## config.mk

```make
export PLATFORM = sky130hd
export DESIGN_NAME = cvxif_multi_slot_coprocessor
export DESIGN_NICKNAME = d
export VERILOG_FILES = /design/src/rtl/cvxif_pkg.sv /design/src/rtl/cvxif_coproc_pkg.sv /design/src/rtl/cvxif_coproc_slot.sv /design/src/rtl/cvxif_multi_slot_coprocessor.sv
export SDC_FILE = /design/constraint.sdc
export NUM_CORES = 1
export LEC_CHECK = 0
export CORE_ASPECT_RATIO = 2
export CORE_UTILIZATION = 30
export CTS_CLUSTER_DIAMETER = 200
export DETAILED_ROUTE_END_ITERATION = 8
export PLACE_DENSITY = 0.52
export SLEW_MARGIN = 20
export SYNTH_ARGS = -nofsm -noshare
export SYNTH_HDL_FRONTEND = slang
export SYNTH_HIERARCHICAL = 1
export SYNTH_SLANG_ARGS = --single-unit
```

## constraint.sdc

```tcl
create_clock -name clk_i -period 5.12 [get_ports clk_i]
set_input_delay 0.512 -clock clk_i [delete_from_list [all_inputs] [get_ports clk_i]]
set_output_delay 0.512 -clock clk_i [all_outputs]
set_load 0.01 [all_outputs]
```

## src/rtl/cvxif_pkg.sv

```systemverilog
`default_nettype none
// ============================================================================
// Module      : cvxif_pkg
// Description : Core <-> coprocessor X-interface channel types. The request
//               carries the compressed, issue, commit, mem and result-ready
//               channels. The response carries everything returned to the core.
// Revision    : 1.0 - initial release
// ============================================================================
package cvxif_pkg;

    localparam int unsigned c_x_id_width   = 4;
    localparam int unsigned c_x_data_width = 64;
    localparam int unsigned c_x_num_rs     = 3;

    typedef struct packed {
        logic [15:0] instr;
    } x_compressed_req_t;

    typedef struct packed {
        logic [31:0] instr;
        logic        accept;
    } x_compressed_resp_t;

    typedef struct packed {
        logic [31:0]                                 instr;
        logic [c_x_id_width-1:0]                     id;
        logic [c_x_num_rs-1:0][c_x_data_width-1:0]   rs;
    } x_issue_req_t;

    typedef struct packed {
        logic accept;
        logic writeback;
        logic loadstore;
        logic exc;
    } x_issue_resp_t;

    typedef struct packed {
        logic [c_x_id_width-1:0] id;
        logic                    commit_kill;
    } x_commit_t;

    typedef struct packed {
        logic [c_x_id_width-1:0] id;
        logic [31:0]             addr;
        logic                    we;
    } x_mem_req_t;

    typedef struct packed {
        logic [c_x_id_width-1:0]   id;
        logic [c_x_data_width-1:0] data;
        logic [4:0]                rd;
        logic                      we;
        logic                      exc;
        logic [5:0]                exccode;
    } x_result_t;

    typedef struct packed {
        logic              x_compressed_valid;
        x_compressed_req_t x_compressed_req;
        logic              x_issue_valid;
        x_issue_req_t      x_issue_req;
        logic              x_commit_valid;
        x_commit_t         x_commit;
        logic              x_mem_ready;
        logic              x_result_ready;
    } cvxif_req_t;

    typedef struct packed {
        logic               x_compressed_ready;
        x_compressed_resp_t x_compressed_resp;
        logic               x_issue_ready;
        x_issue_resp_t      x_issue_resp;
        logic               x_mem_valid;
        x_mem_req_t         x_mem_req;
        logic               x_result_valid;
        x_result_t          x_result;
    } cvxif_resp_t;

endpackage
`default_nettype wire

```

## src/rtl/cvxif_coproc_pkg.sv

```systemverilog
`default_nettype none
// ============================================================================
// Module      : cvxif_coproc_pkg
// Description : Coprocessor-private types: slot state enum, slot record,
//               default parameter values and the issue predecoder.
// Revision    : 1.0 - initial release
// ============================================================================
package cvxif_coproc_pkg;

    localparam int unsigned c_default_nr_slots  = 4;
    localparam int unsigned c_default_xlen      = 64;
    localparam int unsigned c_default_lat_mode  = 0;
    localparam int unsigned c_default_fixed_lat = 2;
    localparam int unsigned c_default_result_rd = 17;

    localparam int unsigned c_cnt_w          = 4;
    localparam logic [6:0]  c_opcode_custom3 = 7'b1111011;

    typedef enum logic [1:0] {
        SLOT_FREE      = 2'd0,
        SLOT_ISSUED    = 2'd1,
        SLOT_COMMITTED = 2'd2,
        SLOT_KILLED    = 2'd3
    } slot_state_e;

    typedef struct packed {
        logic [cvxif_pkg::c_x_id_width-1:0]   id;
        logic [cvxif_pkg::c_x_data_width-1:0] sum;
        slot_state_e                          state;
        logic [c_cnt_w-1:0]                   cnt;
    } slot_t;

    // Only the custom-3 major opcode is claimed; no register writeback.
    function automatic cvxif_pkg::x_issue_resp_t predecode(input logic [6:0] opcode);
        cvxif_pkg::x_issue_resp_t r;
        r           = '0;
        r.accept    = (opcode == c_opcode_custom3);
        return r;
    endfunction

endpackage
`default_nettype wire

```

## src/rtl/cvxif_coproc_slot.sv

```systemverilog
`default_nettype none
// ============================================================================
// Module      : cvxif_coproc_slot
// Description : One outstanding-instruction slot with its lifecycle FSM
//               FREE -> ISSUED -> COMMITTED/KILLED -> FREE.
//               Ports: clk_i/rst_i, write_i + id_i/sum_i (allocate),
//               commit_valid_i/commit_id_i/commit_kill_i (commit channel),
//               free_i (release by head logic), slot_o (registered slot).
// Revision    : 1.0 - initial release
// ============================================================================
module cvxif_coproc_slot
    import cvxif_pkg::*, cvxif_coproc_pkg::*;
(
    input  logic                      clk_i,
    input  logic                      rst_i,
    input  logic                      write_i,
    input  logic [c_x_id_width-1:0]   id_i,
    input  logic [c_x_data_width-1:0] sum_i,
    input  logic                      commit_valid_i,
    input  logic [c_x_id_width-1:0]   commit_id_i,
    input  logic                      commit_kill_i,
    input  logic                      free_i,
    output slot_t                     slot_o
);

    slot_t r_slot_q;
    slot_t w_slot_d;

    always_comb begin
        w_slot_d = r_slot_q;
        case (r_slot_q.state)
            SLOT_FREE: begin
                if (write_i) begin
                    w_slot_d.id    = id_i;
                    w_slot_d.sum   = sum_i;
                    w_slot_d.cnt   = '0;
                    w_slot_d.state = SLOT_ISSUED;
                end
            end
            SLOT_ISSUED: begin
                // Only ISSUED slots match a commit, so a same-cycle write to
                // a FREE slot can never collide with a commit.
                if (commit_valid_i && (commit_id_i == r_slot_q.id)) begin
                    w_slot_d.cnt   = '0;
                    w_slot_d.state = commit_kill_i ? SLOT_KILLED : SLOT_COMMITTED;
                end
            end
            SLOT_COMMITTED: begin
                if (r_slot_q.cnt != {c_cnt_w{1'b1}}) begin
                    w_slot_d.cnt = r_slot_q.cnt + c_cnt_w'(1);
                end
                if (free_i) begin
                    w_slot_d.state = SLOT_FREE;
                end
            end
            SLOT_KILLED: begin
                if (free_i) begin
                    w_slot_d.state = SLOT_FREE;
                end
            end
        endcase
    end

    always_ff @(posedge clk_i) begin
        if (rst_i) begin
            r_slot_q <= '0;
        end else begin
            r_slot_q <= w_slot_d;
        end
    end

    assign slot_o = r_slot_q;

endmodule
`default_nettype wire

```

## src/rtl/cvxif_multi_slot_coprocessor.sv

```systemverilog
`default_nettype none
// ============================================================================
// Module      : cvxif_multi_slot_coprocessor
// Description : CV-X-IF coprocessor holding up to NrSlots outstanding
//               instructions in a circular buffer. Each accepted issue stores
//               rs[0]+rs[1]+rs[2]; results return in issue order once the head
//               slot is committed and its latency has elapsed.
//               Ports: clk_i (rising edge), rst_i (sync, active-high),
//               cvxif_req_i (core -> coprocessor), cvxif_resp_o (responses).
// Revision    : 1.0 - initial release
// ============================================================================
module cvxif_multi_slot_coprocessor
    import cvxif_pkg::*, cvxif_coproc_pkg::*;
#(
    parameter int unsigned NrSlots  = c_default_nr_slots,
    parameter int unsigned XLen     = c_default_xlen,
    parameter int unsigned LatMode  = c_default_lat_mode,
    parameter int unsigned FixedLat = c_default_fixed_lat,
    parameter int unsigned ResultRd = c_default_result_rd
)
(
    input  logic        clk_i,
    input  logic        rst_i,
    input  cvxif_req_t  cvxif_req_i,
    output cvxif_resp_t cvxif_resp_o
);

    localparam int unsigned  c_ptr_w     = $clog2(NrSlots);
    localparam int unsigned  c_occ_w     = c_ptr_w + 1;
    localparam logic [3:0]   c_fixed_lat = 4'(FixedLat);
    localparam logic [4:0]   c_result_rd = 5'(ResultRd);

    logic [c_ptr_w-1:0] r_head_q, w_head_d;
    logic [c_ptr_w-1:0] r_tail_q, w_tail_d;
    logic [c_occ_w-1:0] r_occ_q,  w_occ_d;

    slot_t               w_slots [NrSlots];
    slot_t               w_head_slot;
    logic [NrSlots-1:0]  w_slot_write;
    logic [NrSlots-1:0]  w_slot_free;

    x_issue_resp_t       w_issue_resp;
    logic                w_issue_ready;
    logic                w_write;
    logic [XLen-1:0]     w_sum;
    logic [3:0]          w_lat;
    logic                w_res_valid;
    logic                w_head_free;
    logic                w_unused;

    assign w_issue_resp  = predecode(cvxif_req_i.x_issue_req.instr[6:0]);
    // Registered occupancy only: no combinational path from the issue inputs.
    assign w_issue_ready = (r_occ_q < c_occ_w'(NrSlots));
    assign w_write       = cvxif_req_i.x_issue_valid && w_issue_ready && w_issue_resp.accept;

    assign w_sum = cvxif_req_i.x_issue_req.rs[0][XLen-1:0]
                 + cvxif_req_i.x_issue_req.rs[1][XLen-1:0]
                 + cvxif_req_i.x_issue_req.rs[2][XLen-1:0];

    assign w_head_slot = w_slots[r_head_q];
    assign w_lat       = (LatMode == 1) ? c_fixed_lat : w_head_slot.sum[3:0];
    assign w_res_valid = (w_head_slot.state == SLOT_COMMITTED) && (w_head_slot.cnt >= w_lat);
    // A killed head drains without ever presenting a result.
    assign w_head_free = (w_res_valid && cvxif_req_i.x_result_ready)
                       || (w_head_slot.state == SLOT_KILLED);

    generate
        for (genvar i = 0; i < NrSlots; i++) begin : g_slots
            assign w_slot_write[i] = w_write     && (r_tail_q == c_ptr_w'(i));
            assign w_slot_free[i]  = w_head_free && (r_head_q == c_ptr_w'(i));

            cvxif_coproc_slot u_slot (
                .clk_i          (clk_i),
                .rst_i          (rst_i),
                .write_i        (w_slot_write[i]),
                .id_i           (cvxif_req_i.x_issue_req.id),
                .sum_i          (c_x_data_width'(w_sum)),
                .commit_valid_i (cvxif_req_i.x_commit_valid),
                .commit_id_i    (cvxif_req_i.x_commit.id),
                .commit_kill_i  (cvxif_req_i.x_commit.commit_kill),
                .free_i         (w_slot_free[i]),
                .slot_o         (w_slots[i])
            );
        end
    endgenerate

    always_comb begin
        w_tail_d = r_tail_q;
        w_head_d = r_head_q;
        w_occ_d  = r_occ_q;
        if (w_write) begin
            w_tail_d = r_tail_q + c_ptr_w'(1);
        end
        if (w_head_free) begin
            w_head_d = r_head_q + c_ptr_w'(1);
        end
        case ({w_write, w_head_free})
            2'b10:   w_occ_d = r_occ_q + c_occ_w'(1);
            2'b01:   w_occ_d = r_occ_q - c_occ_w'(1);
            default: w_occ_d = r_occ_q;
        endcase
    end

    always_ff @(posedge clk_i) begin
        if (rst_i) begin
            r_head_q <= '0;
            r_tail_q <= '0;
            r_occ_q  <= '0;
        end else begin
            r_head_q <= w_head_d;
            r_tail_q <= w_tail_d;
            r_occ_q  <= w_occ_d;
        end
    end

    // Compressed and mem channels stay tied off (all-zero default).
    always_comb begin
        cvxif_resp_o                  = '0;
        cvxif_resp_o.x_issue_ready    = w_issue_ready;
        cvxif_resp_o.x_issue_resp     = w_issue_resp;
        cvxif_resp_o.x_result_valid   = w_res_valid;
        cvxif_resp_o.x_result.id      = w_head_slot.id;
        cvxif_resp_o.x_result.data    = w_head_slot.sum;
        cvxif_resp_o.x_result.rd      = c_result_rd;
    end

    assign w_unused = ^{cvxif_req_i.x_compressed_valid, cvxif_req_i.x_compressed_req,
                        cvxif_req_i.x_mem_ready, cvxif_req_i.x_issue_req.instr};

endmodule
`default_nettype wire

```

==> flow_summary.toml, run 1 <==
[outcome]
status = "finished with violations"
violations = "design-rule violations"

[critical_path]
crit_arrival_ns = 4.97
crit_path_top_delay_cell = "fa_1"
worstPathMaxFanout = 5
cp.required_ns = 5.62
r2r_cells = 15
rr_startpoint = "r_head_q[1]"
path_cells = "clkdlybuf4s50_1 > fa_1 > ha_1 > nand2_1 > o21a_1 > o21ai_0 > o21ai_0 > buf_4 > o21ai_0 > a21oi_1 > o21ai_0 > a31oi_1 > xnor2_1 > nand2_1 > a21oi_1"
timing.rr.end = "r_occ_q[2]"
regToRegSetupSlack_ns = 1.44
startpoint = "cvxif_req_i[17]"
cpLargestDelayFamily = "compound AO/OA/AOI/OAI gates"
crit_path_frequent_cell = "o21ai_0"
start_kind = "input port"
max_stage_delay_ns = 0.62
critical_path_class = "input port to register"
cp.depth = 15
critPathBufInv = 2
end_kind = "register"
worstSetupEndpoint = "g_slots[1].u_slot/slot_o[63]"

[power_and_ir_drop]
p_clk_share_pct = 33.2
p_sw_share_pct = 33.6
p_switching_mw = 2.21
combPwrFrac_pct = 30.8
leakagePower_nw = 8.04
internal_power_mw = 4.37
power_density_nw_per_um2 = 287
ir_worst_vdd_mv = 0.254
seqPwrFrac_pct = 36.0

[yosys]
async_flop_share_pct = 0
yosysTopAreaCell = "dfxtp_1"
synth_flop_cell = "dfxtp_1"
netlist.area_leader.share_pct = 32.1
ys_ff_latch = 303
ys_warn_count = 6
syn-instance-count = 2209
syn_avg_cell_area_um2 = 8.56
syn_area_um2 = 18900
synth_cell_types = 67
seq_area_frac_synth_pct = 32.1
ys_top_cells_by_area = "dfxtp_1, nand2_1, a21oi_1, mux4_2, fa_1"
synth-edff-count = 0

[floorplanning]
core_area_um2 = 62100
start_util_pct = 30.4
pin_count = 415
dieArea_um2 = 64100
die_h_um = 357
num_rows = 129
fp.dieW_um = 180

[sta]
fin_crit_sh_pct = 87.2
tightest_slew_ns = 1.16
fmax_mhz = 224
hold_viol = 0
slew_headroom_pct = 22.6
fin_worst_skew_ns = 0.0198
finalMaxSlewViolations = 0
finalSetupTns_ns = 0
setup_viol = 0
finalCriticalPeriod_ns = 4.46
layout_setup_ws_ns = 0.656
rsz0062_at_grt = "false"

[layout]
finalNetCount = 2820
areaGrowthSynthToFinish_pct = 21.5
n_fill_cell = 6345
finish.utilization_pct = 37.0
antenna_cells = 0
final_common_cell = "nand2_1"
drive_gt1_share_pct = 7.79
multi_input_area_um2 = 11700
seq_area_um2 = 6070
layout_common_cells = "nand2_1, a21oi_1, dfxtp_1"

[hold_path]
hold_class = "input port to register"

[drt]
dr.pass1.iters = 8
drc_errors = 24
antenna_left = 0
routed_wl_um = 61900
via_count = 16694
vias_per_cell = 5.18
post_drt_wl_per_cell_um = 19.2
drtIter0Drc = 1299

[cts]
cts_buffers = 29
cts_hold_buf = 0
htree_levels = 1
clock-root-buffer = "clkbuf_16"
path_clk_slew_ns = 0.07
insertion_delay_ns = 0.58
cts.repair.resized = 0
post_cts_buffers = 0
cts.sinks = 303
cts.path.max_buffers = 3
cts_tree = "built"

[placement]
gp_congestion = 0.863
post-place-ws_ns = 0.134
port_buffers = 283
detailed_place_hpwl_um = 44100

[global_routing]
grt_pass1_vias = 16923
grt_max_degree = 182
grt_pass1_wl_um = 95100
grtUsageTotal_pct = 19.0
antenna_found_initial = 1
globalRouteOverflowTotal = 0

[job]
drv_cap = 0
[power groups by stage]
stage | clock network (mW) | logic, mW | registers (mW)
floorplan | 0 | 1.28 | 2.42
global placement | 0 | 2.02 | 2.42
detailed placement | 0 | 2.03 | 2.42
CTS | 2.25 | 2.04 | 2.37
global route | 2.35 | 2.21 | 2.37
finish | 2.18 | 2.03 | 2.37
[worst register-to-register path, stage by stage (launching register included)]
cell and delay (ns):
dfxtp_4 0.83, mux4_2 0.48, ha_1 0.30, nand2b_1 0.13, a21o_1 0.17, a21o_1 0.16
a21oi_1 0.13, nor2b_1 0.07, a22oi_1 0.28, inv_1 0.09, ha_1 0.21, inv_1 0.08
fa_1 0.18, xor2_1 0.07, or3_1 0.30, a21oi_1 0.13
[sequential cells by signal, summed over array words and instances, names as in the netlist]
signal,flops
g_slots.u_slot/slot_o,296
r_head_q,2
r_occ_q,3
r_tail_q,2
[metal layers]
| metal | GRT usage (%) | wire length [um] | share of wire (%) |
|---|---|---|---|
| met5 | 0 | 0 | 0 |
| met4 | 8.28 | 2440 | 3.9 |
| met3 | 1.91 | 3560 | 5.7 |
| met2 | 37.2 | 33100 | 53 |
| met1 | 20.5 | 22900 | 37 |
[through the flow]
step / instances / cell area [um2] / hold WS (ns) / power, mW
final: 3225 / 23000 / 0.272 / 6.58
after CTS: 3225 / 23000 / 0.240 / 6.66
after global placement: 3175 / 22000 / 0.438 / 4.44
after global routing: 3225 / 23000 / 0.275 / 6.92
after floorplan: 2295 / 19200 / 0.433 / 3.70
after detailed placement: 3175 / 22000 / 0.444 / 4.45
[area by class of cell]
class / instances / share of cell area (%)
Tap cell: 786 / 4.28
Multi-Input combinational cell: 1723 / 50.9
Sequential cell: 303 / 26.4
Clock buffer: 41 / 3.75
Clock inverter: 9 / 0.332
Inverter: 46 / 0.752
Timing Repair Buffer: 317 / 13.6
[cell usage after synthesis, types with 6 or more instances]
library cell / number
nand2_1: 592
a21oi_1: 357
dfxtp_1: 303
buf_4: 94
ha_1: 79
clkbuf_1: 75
mux4_2: 74
fa_1: 65
xnor2_1: 53
a21o_1: 50
inv_1: 42
o21ai_0: 42
nor2_1: 39
xor2_1: 32
buf_2: 30
nand3_1: 21
nand4_1: 20
nor2b_1: 16
a31oi_1: 15
nor3_1: 13
and3_1: 12
buf_6: 12
o21bai_1: 12
and4_1: 11
buf_1: 11
a32o_1: 9
or3_1: 9
and2_1: 8
a31o_2: 6
nor4_1: 6
o211ai_1: 6
o31ai_1: 6
[logic make-up (layout without fill, tap and decap cells)]
group                    count (synthesis)  count (layout)  synth area share, %
AO/OA/AOI/OAI                          558             558                 17.5
XOR/XNOR                                85              85                 3.94
adder cells (fa/ha/maj)                144             144                 12.1
buffers and inverters                  269             413                 7.89
flip-flops                             303             303                 32.1
multiplexers                            76              76                 8.92
other                                    2              88               0.0397
AND/OR/NAND/NOR                        772             772                 17.5
[worst min-delay path by stage]
stage / start / cells past startpoint / slack, ns / to
5_1_grt: rst_i / 2 / 0.28 / r_tail_q[0]
3_3_place_gp: g_slots[0].u_slot/slot_o[34] / 2 / 0.44 / g_slots[0].u_slot/slot_o[34]
3_5_place_dp: g_slots[3].u_slot/slot_o[36] / 2 / 0.44 / g_slots[3].u_slot/slot_o[36]
4_1_cts: rst_i / 2 / 0.24 / r_tail_q[1]
2_1_floorplan: g_slots[2].u_slot/slot_o[10] / 2 / 0.43 / g_slots[2].u_slot/slot_o[10]
6_report: rst_i / 2 / 0.27 / r_tail_q[1]
Power figures use the tool's default switching activity.
==> run 2: changes to the inputs <==
- CORE_UTILIZATION: 30 -> 50
- PLACE_DENSITY: 0.52 -> 0.79
==> run 2 against run 1 <==
Compared with the run above:
- via count up 1.5%
- routed wire length fell by 10%
- utilization up 24 points
- hold slack better by 0.18 ns
- first-iteration DRC count down 20%
- setup slack got worse by 0.011 ns
- critical endpoint is now g_slots[0].u_slot/slot_o[64]
- critical path depth is 2 higher
- clock skew fell by 0.011 ns
- the run now ends clean
==> flow_summary.toml, run 2 (same netlist as run 1, synthesis figures left out) <==
[power_and_ir_drop]
design_power_total_mw = 6.69
seqPwrFrac_pct = 35.4
combPwrFrac_pct = 29.9
leakagePower_nw = 8.07
p_sw_share_pct = 32.2
p_clk_share_pct = 34.7
ir_worst_vdd_mv = 0.224
power_density_nw_per_um2 = 296
p_switching_mw = 2.15
internal_power_mw = 4.54

[placement]
gp_congestion = 0.935
detailed_place_hpwl_um = 39000
placed_area_um2 = 21600
port_buffers = 283

[sta]
fin_hold_ws_ns = 0.453
fin_crit_sh_pct = 87.4
tightest_slew_ns = 1.02
finalSetupTns_ns = 0
fin_worst_skew_ns = 0.00842
setup_viol = 0
fmax_mhz = 223
finalMaxSlewViolations = 0
finalCriticalPeriod_ns = 4.48
slew_headroom_pct = 31.8
rsz0062_at_grt = "false"
hold_viol = 0

[outcome]
status = "finished, final reports clean"

[layout]
finalNetCount = 2819
final_common_cell = "nand2_1"
layout_common_cells = "nand2_1, a21oi_1, dfxtp_1"
largest_register_ffs = 296
n_fill_cell = 3201
post-route-cell-area_um2 = 22600
antenna_cells = 0
drive_gt1_share_pct = 7.71
areaGrowthSynthToFinish_pct = 19.7

[critical_path]
critPathBufInv = 4
worstPathMaxFanout = 6
regToRegSetupSlack_ns = 1.24
crit_path_top_delay_cell = "fa_1"
r2r_cells = 15
end_kind = "register"
cp.depth = 17
max_stage_delay_ns = 0.49
path_cells = "clkdlybuf4s50_1 > fa_1 > ha_1 > a21oi_1 > a2111oi_4 > o21bai_2 > a2111oi_0 > buf_4 > o31a_1 > o21ai_0 > o21bai_1 > buf_4 > a41oi_1 > xnor2_1 > buf_4 > nand2_1 > a21oi_1"
cp.required_ns = 5.60
start_kind = "input port"
crit_arrival_ns = 4.95
critical_path_class = "input port to register"
cpLargestDelayFamily = "compound AO/OA/AOI/OAI gates"
crit_path_frequent_cell = "buf_4"

[drt]
vias_per_cell = 5.85
drc_errors = 0
routed_wl_um = 55500
drtIter0Drc = 1042
dr.pass1.iters = 8
antenna_left = 0
via_count = 16941
post_drt_wl_per_cell_um = 19.2

[floorplanning]
die_h_um = 277
dieArea_um2 = 38600
pin_count = 415
core_area_um2 = 37300
start_util_pct = 50.7
num_rows = 100
fp.dieW_um = 140

[job]
drv_cap = 0

[cts]
cts.repair.resized = 0
post_cts_buffers = 0
insertion_delay_ns = 0.56
htree_levels = 1
cts_hold_buf = 0
cts_buffers = 28
cts_tree = "built"
cts.sinks = 303
clock-root-buffer = "clkbuf_16"
path_clk_slew_ns = 0.06
cts.path.max_buffers = 3

[hold_path]
hold_class = "register to register"
hold_depth = 2

[global_routing]
grt_pass1_wl_um = 87400
antenna_found_initial = 0
grtUsageTotal_pct = 28.5
grt_pass1_vias = 17198
globalRouteOverflowTotal = 0
grt_max_degree = 125
==> run 2: path summary, 6_finish.rpt <==
path                                                    from                           end
worst max-delay path                         cvxif_req_i[11]  g_slots[0].u_slot/slot_o[64]
worst min-delay path            g_slots[3].u_slot/slot_o[39]  g_slots[3].u_slot/slot_o[39]
worst max register to register                   r_head_q[0]                    r_occ_q[2]
worst min register to register  g_slots[3].u_slot/slot_o[39]  g_slots[3].u_slot/slot_o[39]
==> run 2: metal layers <==
layer | vias up | wire (um) | global-route usage, %
li1 | 7895 | - | -
met1 | 8171 | 18900 | 28.6
met2 | 735 | 30500 | 55.9
met3 | 140 | 3370 | 2.97
met4 | 0 | 2800 | 16.0
met5 | - | 0 | 0
==> run 2: area by class of cell <==
class	instances	area, um2	share of cell area [%]
flip-flops and latches	303	6070	26.8
clock buffers	40	838	3.71
repair buffers	317	3120	13.8
well taps	459	574	2.54
clock inverters	9	178	0.785
multi-input cells	1723	11700	51.6
inverters	46	173	0.763
==> run 2: stage by stage <==
stage	cells	util, %	setup slack, ns
after floorplan	2295	-	0.782
after global placement	2848	58.0	0.155
after detailed placement	2848	58.0	0.134
after CTS	2897	60.7	0.664
after global routing	2897	60.7	0.432
final	2897	60.7	0.645
==> run 2: tightest hold or removal path, stage by stage (launching register included) <==
cell,delay (ns)
dfxtp_1,0.31
nand2_1,0.05
a21oi_1,0.05
==> run 2: power groups by stage <==
stage               Combinational, mW  Sequential (mW)  Clock (mW)
floorplan                        1.28             2.42           0
global placement                 1.94             2.42           0
detailed placement               1.95             2.42           0
CTS                              1.97             2.37        2.36
global route                     2.16             2.37        2.45
finish                           2.00             2.37        2.32
==> run 3: changes to the inputs <==
- CTS_BUF_LIST: not set -> sky130_fd_sc_hd__clkbuf_8
- SETUP_SLACK_MARGIN: not set -> 0.2
==> run 3 against run 2 <==
Compared with the run above:
- via count increased by 0.34%
- total power fell by 3.1%
- utilization fell by 0.13 points
- sequential power about the same
- cell area down 0.22%
- critical endpoint unchanged
- largest cell class unchanged
==> flow_summary.toml, run 3 (same netlist as run 1, synthesis figures left out) <==
[outcome]
status = "finished, final reports clean"

[placement]
post-place-ws_ns = 0.134
detailed_place_hpwl_um = 39000
port_buffers = 283
placed_area_um2 = 21600
gp_congestion = 0.935

[critical_path]
start_kind = "input port"
end_kind = "register"
critical_path_class = "input port to register"
cp.required_ns = 5.63
crit_arrival_ns = 4.95
worstPathMaxFanout = 6
regToRegSetupSlack_ns = 1.27

[sta]
tightest_slew_ns = 1.06
fin_worst_skew_ns = 0.0183
fin_crit_sh_pct = 86.8
fin_hold_ws_ns = 0.452
finalMaxSlewViolations = 0
setup_viol = 0
layout_setup_ws_ns = 0.675
fmax_mhz = 225
rsz0062_at_grt = "false"
hold_viol = 0
finalSetupTns_ns = 0
slew_headroom_pct = 29.1
finalCriticalPeriod_ns = 4.45

[drt]
via_count = 16999
post_drt_wl_per_cell_um = 18.8
drc_errors = 0
vias_per_cell = 5.81
routed_wl_um = 55000
dr.pass1.iters = 5
drtIter0Drc = 1164
antenna_left = 0

[layout]
areaGrowthSynthToFinish_pct = 19.4
finalNetCount = 2836
drive_gt1_share_pct = 8.71
post-route-cell-area_um2 = 22600
layout_common_cells = "nand2_1, a21oi_1, dfxtp_1"
largest_register_ffs = 296
final_common_cell = "nand2_1"

[floorplanning]
fp.dieW_um = 140
pin_count = 415
dieArea_um2 = 38600
core_area_um2 = 37300
num_rows = 100
die_h_um = 277
start_util_pct = 50.7

[power_and_ir_drop]
seqPwrFrac_pct = 36.6
p_sw_share_pct = 33.7
combPwrFrac_pct = 30.7
power_density_nw_per_um2 = 287
p_switching_mw = 2.18
design_power_total_mw = 6.49
leakagePower_nw = 8.10
p_clk_share_pct = 32.7
ir_worst_vdd_mv = 0.179
internal_power_mw = 4.30

[global_routing]
grt_pass1_wl_um = 86700
antenna_found_initial = 1
grt_pass1_vias = 17386
grt_max_degree = 125
grtUsageTotal_pct = 28.3
globalRouteOverflowTotal = 0

[cts]
cts.path.max_buffers = 3
cts_tree = "built"
clock-root-buffer = "clkbuf_8"
insertion_delay_ns = 0.59
cts.repair.resized = 0
cts_buffers = 45
htree_levels = 2
cts.sinks = 303
path_clk_slew_ns = 0.06
post_cts_buffers = 0
cts_hold_buf = 0

[job]
drv_cap = 0

[hold_path]
hold_class = "register to register"
-- run 3: cell count changes in the layout (fill, tap and decap cells not counted), moves of 3 or more --
cell and change:
clkbuf_8 +48, clkbuf_16 -30, clkinv_2 +8, inv_1 +8, clkbuf_1 -5, clkinvlp_4 +3
-- run 3: power groups by stage --
stage	clock network, mW	registers (mW)	logic [mW]
after floorplan	0	2.42	1.28
after global placement	0	2.42	1.94
after detailed placement	0	2.42	1.95
after CTS	2.16	2.37	1.96
after global routing	2.26	2.37	2.16
final	2.12	2.37	1.99
-- run 3: cell type report --
| type | count | area, um2 |
|---|---|---|
| fill | 3237 | 14700 |
| multi-input combinational | 1723 | 11700 |
| sequential | 303 | 6070 |
| timing repair buffer | 317 | 3120 |
| clock buffer | 53 | 729 |
| tap | 459 | 574 |
| clock inverter | 26 | 234 |
| inverter | 46 | 173 |
| antenna | 1 | 2.50 |
-- run 3: per-stage QoR --
| stage | instances | util (%) |
|---|---|---|
| 6_report | 2928 | 60.5 |
| 5_1_grt | 2928 | 60.5 |
| 4_1_cts | 2927 | 60.5 |
| 3_5_place_dp | 2848 | 58.0 |
| 3_3_place_gp | 2848 | 58.0 |
| 2_1_floorplan | 2295 | - |
-- run 3: path summary, 6_finish.rpt --
path	startpoint	to	depth (start not counted)
max reg2reg	r_head_q[0]	r_occ_q[2]	15
min	g_slots[3].u_slot/slot_o[39]	g_slots[3].u_slot/slot_o[39]	2
max	cvxif_req_i[11]	g_slots[0].u_slot/slot_o[64]	17
min reg2reg	g_slots[3].u_slot/slot_o[39]	g_slots[3].u_slot/slot_o[39]	2
-- run 3: critical path, cell delays in order --
cell and delay, ns:
clkdlybuf4s50_1 0.44, fa_1 0.49, ha_1 0.36, a21oi_1 0.16, a2111oi_4 0.48, o21bai_2 0.18
a2111oi_0 0.45, buf_4 0.20, o31a_1 0.21, o21ai_0 0.15, o21bai_1 0.16, buf_4 0.17
a41oi_1 0.15, xnor2_1 0.40, buf_4 0.22, nand2_1 0.05, a21oi_1 0.16
-- run 3: routing by layer --
layer / wire length (um) / GRT usage (%) / vias up
met5: 0 / 0 / -
met1: 18600 / 27.7 / 8121
met4: 3210 / 17.1 / 0
met2: 29900 / 55.5 / 759
li1: - / - / 7930
met3: 3330 / 3.37 / 189
